**src/rtl/mips_pkg.sv**
```systemverilog
// Shared definitions for the MIPS fetch front end: reset vector, PC step,
// fetch FSM states, next-PC selection codes and the NOP encoding.
package mips_pkg;

    localparam logic [31:0] RESET_PC_DEFAULT = 32'h0040_0000;
    localparam logic [31:0] PC_INC_DEFAULT   = 32'd4;
    localparam logic [31:0] NOP_WORD         = 32'h0000_0000;

    typedef enum logic {
        RUN  = 1'b0,
        HALT = 1'b1
    } fetch_state_e;

    // Which action wins on the coming edge while fetching
    typedef enum logic [1:0] {
        SEL_HALT     = 2'd0,
        SEL_REDIRECT = 2'd1,
        SEL_STALL    = 2'd2,
        SEL_SEQ      = 2'd3
    } fetch_sel_e;

    // Force a byte address onto a word boundary
    function automatic logic [31:0] word_align(input logic [31:0] addr);
        return {addr[31:2], 2'b00};
    endfunction

endpackage

```
**src/rtl/fetch_stage_next_pc_sel.sv**
```systemverilog
// next_pc_sel: combinational next-PC mux for the fetch stage.
// Priority: halt_req > redirect_valid > stall > sequential increment.
// Redirect targets are forced to word alignment; a non-aligned target is
// flagged so the parent can record it.
module next_pc_sel
    import mips_pkg::*;
#(
    parameter logic [31:0] PC_INC = PC_INC_DEFAULT
) (
    input  logic [31:0] pc,
    input  logic        halt_req,
    input  logic        redirect_valid,
    input  logic [31:0] redirect_target,
    input  logic        stall,
    output fetch_sel_e  sel,
    output logic [31:0] next_pc,
    output logic        target_misaligned
);

    // Pick the winning action and the PC it produces
    always_comb begin
        sel               = SEL_SEQ;
        next_pc           = pc + PC_INC;
        target_misaligned = 1'b0;
        if (halt_req) begin
            sel     = SEL_HALT;
            next_pc = pc;
        end else if (redirect_valid) begin
            sel               = SEL_REDIRECT;
            next_pc           = word_align(redirect_target);
            target_misaligned = (redirect_target[1:0] != 2'b00);
        end else if (stall) begin
            sel     = SEL_STALL;
            next_pc = pc;
        end
    end

endmodule

```
**src/rtl/fetch_stage.sv**
```systemverilog
// fetch_stage: instruction-fetch stage of the MIPS core.
// Owns the PC, drives the word address to instruction_memory (same-cycle
// return) and captures the result into the IF/ID register. Handles stall,
// branch/jump redirect and halt on the exit syscall.
// Optional feature macro: BRANCH_DELAY_SLOT_EN -- when defined, the
// instruction fetched alongside a redirect is kept as the delay slot;
// otherwise it is flushed from IF/ID.
module fetch_stage
    import mips_pkg::*;
#(
    parameter logic [31:0] RESET_PC = RESET_PC_DEFAULT,
    parameter logic [31:0] PC_INC   = PC_INC_DEFAULT
) (
    input  logic        clk,
    input  logic        rst,
    input  logic        stall,
    input  logic        redirect_valid,
    input  logic [31:0] redirect_target,
    input  logic        halt_req,
    output logic [31:0] imem_addr,
    input  logic [31:0] imem_instr,
    output logic        ifid_valid,
    output logic [31:0] ifid_pc,
    output logic [31:0] ifid_pc_plus4,
    output logic [31:0] ifid_instr,
    output logic        halted,
    output logic        misaligned
);

    fetch_state_e state;
    logic [31:0]  pc;
    logic [31:0]  next_pc;
    fetch_sel_e   sel;
    logic         target_misaligned;

    next_pc_sel #(
        .PC_INC(PC_INC)
    ) u_next_pc_sel (
        .pc               (pc),
        .halt_req         (halt_req),
        .redirect_valid   (redirect_valid),
        .redirect_target  (redirect_target),
        .stall            (stall),
        .sel              (sel),
        .next_pc          (next_pc),
        .target_misaligned(target_misaligned)
    );

    // Address 0 while halted makes the memory return a NOP
    assign imem_addr = (state == HALT) ? 32'h0000_0000 : pc;

    // PC, fetch FSM and IF/ID register
    always_ff @(posedge clk or posedge rst) begin
        if (rst) begin
            state         <= RUN;
            pc            <= RESET_PC;
            ifid_valid    <= 1'b0;
            ifid_pc       <= 32'h0000_0000;
            ifid_pc_plus4 <= 32'h0000_0000;
            ifid_instr    <= NOP_WORD;
            halted        <= 1'b0;
            misaligned    <= 1'b0;
        end else begin
            case (state)
                RUN: begin
                    pc <= next_pc;
                    case (sel)
                        SEL_HALT: begin
                            state      <= HALT;
                            halted     <= 1'b1;
                            ifid_valid <= 1'b0;
                            ifid_instr <= NOP_WORD;
                        end
                        SEL_REDIRECT: begin
                            if (target_misaligned) begin
                                misaligned <= 1'b1;
                            end
`ifdef BRANCH_DELAY_SLOT_EN
                            ifid_valid    <= 1'b1;
                            ifid_pc       <= pc;
                            ifid_pc_plus4 <= pc + 32'd4;
                            ifid_instr    <= imem_instr;
`else
                            ifid_valid    <= 1'b0;
                            ifid_instr    <= NOP_WORD;
`endif
                        end
                        SEL_STALL: begin
                            ifid_valid <= ifid_valid;
                        end
                        default: begin
                            ifid_valid    <= 1'b1;
                            ifid_pc       <= pc;
                            ifid_pc_plus4 <= pc + 32'd4;
                            ifid_instr    <= imem_instr;
                        end
                    endcase
                end
                default: begin
                    state      <= HALT;
                    halted     <= 1'b1;
                    ifid_valid <= 1'b0;
                    ifid_instr <= NOP_WORD;
                end
            endcase
        end
    end

endmodule

```
**config.mk**
```make
export PLATFORM = sky130hd
export DESIGN_NAME = fetch_stage
export DESIGN_NICKNAME = d
export VERILOG_FILES = /design/src/rtl/mips_pkg.sv /design/src/rtl/fetch_stage_next_pc_sel.sv /design/src/rtl/fetch_stage.sv
export SDC_FILE = /design/constraint.sdc
export NUM_CORES = 1
export LEC_CHECK = 0
export ABC_AREA = 1
export CAP_MARGIN = 20
export CORE_ASPECT_RATIO = 1.5
export CORE_UTILIZATION = 68
export CTS_CLUSTER_SIZE = 24
export DETAILED_ROUTE_END_ITERATION = 16
export DONT_BUFFER_PORTS = 1
export PLACE_DENSITY_LB_ADDON = 0.3
export SETUP_SLACK_MARGIN = 0.02
export SLEW_MARGIN = 30
export SYNTH_ARGS = -nofsm -noshare
export SYNTH_HDL_FRONTEND = slang
export SYNTH_SLANG_ARGS = --single-unit
```
**constraint.sdc**
```tcl
create_clock -name clk -period 6.55 [get_ports clk]
set_input_delay 0.655 -clock clk [delete_from_list [all_inputs] [get_ports clk]]
set_output_delay 0.655 -clock clk [all_outputs]
set_load 0.05 [all_outputs]
```
==> metrics.cfg <==
[clock_tree]
clk_latency_ns = 0.42
clkTransAtPathRegs_ns = 0.05
cts_max_level = 4
cts_root_buffer = clkbuf_16
cts_buffers = 17
clockBufferDepth = 2
cts_sinks = 126
cts_setup_buffers = 0
ctsHoldBuffers = 0
post_cts_resized = 0
tritoncts = done

[floorplan]
io_pins = 200
die_h_um = 114.7
core-area_mm2 = 0.008108
die_w_um = 77.13
rows = 40
die_area_mm2 = 0.008845
initial_core_util_pct = 71.00

[global_route]
grt_pass1_wl_mm = 22.36
grt_busiest_layer = met2
grt_start_max_net_pins = 94
grt_use_total_pct = 33.50
met2_usage_pct = 58.47
grt.overflow.total = 0
use_met3_pct = 10.92
met1_usage_pct = 35.49
grt_pass1_vias = 4755
antenna_found_initial = 0

[synth]
synth_top_area_cell = dfrtp_1
async_flop_share_pct = 100.0
synthTopCellsByArea = dfrtp_1 54%, nand2_1 18%, nand3_1 5.0%, nor2_1 4.6%, inv_1 3.1%
syn_inst = 709
avgSynthCellArea_um2 = 8.120
syn_area_mm2 = 0.005757
synth_edf_count = 0
ys_warn_count = 0
yosys-top-cells-count = 269 x nand2_1, 125 x dfrtp_1, 70 x nor2_1
yosysMostFrequentCell = nand2_1
yosys.area.top_type_share_pct = 54.34
ys_seq_elements = 126
seq_area_frac_synth_pct = 54.79
synth_cell_types = 30
synth_ff_type = dfrtp_1

[sta]
timing.hold.ws_ns = 0.2421
slew_headroom_pct = 37.30
maxSlewViolCount = 0
fmax_ghz = 0.3484
rsz0062_at_grt = no
tns_ns = 0
tightest_slew_ns = 0.9370
setup_viol = 0
clock_skew_ns = 0.008055
finalCritPeriodShare_pct = 43.82
finalHoldViolations = 0
fin_crit_ns = 2.870

[route]
via_count = 4762
drc = 0
via_per_inst = 5.836
drt_iter0_drc = 395
wl_mm = 14.30
first_pass_iters = 5
ant_nets = 0
drt-wirelength-per-cell_um = 17.52

[setup_path]
cp_max_fo = 93
start_kind = flop
critPathKind = reg2reg
endpoint_kind = flop
cp.required_ns = 6.85
cp.arrival_ns = 3.17

[power]
powerDensity_mw_per_mm2 = 314.0
p_total_mw = 1.978
leakage_nw = 3.254
ir_drop_mv = 0.2249

[min_path]
holdCritPathClass = in2async

[flow_run]
drv_cap = 0

[finish]
syn_to_final_growth_pct = 9.411
nets = 769
layout-drive-gt1-share_pct = 7.032
antennaDiodeCount = 0

[place]
portBuffers = 0
dp_hpwl_mm = 9.700
place_congestion = 0.9049

[status]
outcome = finished clean

[critical path, stage by stage, from the launching register on]
cell	delay (ns)
dfrtp_2	0.63
nor2_4	0.66
inv_2	0.17
nor2_4	0.30
nand2_2	0.10
buf_4	0.38
nor2_1	0.27
inv_1	0.09
o21a_1	0.11
[layer usage]
layer / vias to the layer above / share of wire [%]
met2: 256 / 53
met5: - / 0
met1: 2260 / 35
li1: 2204 / -
met4: 0 / 3.3
met3: 42 / 8.8
[where the power goes]
group          switching, mW  leakage, nW  internal (mW)  total [mW]
logic                 0.0844         1.31         0.0399       0.124
registers              0.133         1.67          0.824       0.957
clock network          0.322        0.274          0.574       0.896
[cells in the final DEF (no fill, tap or decap), types with 2 or more instances in the layout]
cell type,Yosys,layout
nand2_1,269,269
dfrtp_1,125,124
nor2_1,70,69
nand3_1,58,58
inv_1,47,46
o21ai_1,21,21
a22oi_1,21,21
clkbuf_16,0,17
o21ai_0,15,15
xor2_1,9,9
nor2_2,7,7
o211ai_1,6,6
conb_1,1,6
clkinv_2,0,5
clkbuf_1,13,5
nor2_4,3,4
a21oi_1,4,4
buf_4,11,3
inv_2,3,2
nand2_2,2,2
or2_2,2,2
clkbuf_8,0,2
bufinv_16,0,2
[per-stage QoR]
| stage | cell area (µm²) | worst slack (ns) | util, % | cells |
|---|---|---|---|---|
| detailed placement | 5738 | 3.577 | 70.77 | 785 |
| global route | 6299 | 3.420 | 77.69 | 816 |
| floorplan | 5776 | 2.541 | - | 714 |
| CTS | 6297 | 3.506 | 77.67 | 816 |
| finish | 6299 | 3.680 | 77.69 | 816 |
| global placement | 5732 | 3.433 | 70.69 | 785 |
[sequential cells by signal, indices dropped and copies added, names as in the netlist]
signal	count
misaligned	1
ifid_pc	30
pc	30
ifid_pc_plus4	30
ifid_instr	32
halted	1
ifid_valid	1
state	1
[final timing paths]
check                      slack, ns            from          endpoint  depth (start not counted)
setup reg to reg                3.68           state  ifid_pc_plus4[2]                          8
min in group clk                0.31  redirect_valid        ifid_valid                          1
hold reg to reg                 0.55          pc[31]            pc[31]                          2
hold / removal                  0.24             rst        misaligned                          1
max in group asynchronous       5.02             rst             state                          2
setup / recovery                3.68           state  ifid_pc_plus4[2]                          8
[layout make-up]
type,instances,area [µm²]
Sequential cell,126,3156
Multi-Input combinational cell,501,2238
Fill cell,573,1809
Clock buffer,24,471.7
Inverter,50,191.4
Tap cell,105,131.4
Clock inverter,7,87.58
Timing Repair Buffer,3,22.52
[kinds of logic (layout without fill, tap and decap cells)]
family	after synthesis	count (layout)	share of synthesized area [%]
buf+inv	87	84	6.781
xor+xnor	9	9	1.369
compound gates	71	71	7.520
fa+ha+maj	1	1	0.2173
simple gates	414	414	29.25
other cells	1	6	0.06514
flops	126	126	54.79
Note: power is estimated with default switching activity, not from simulation.
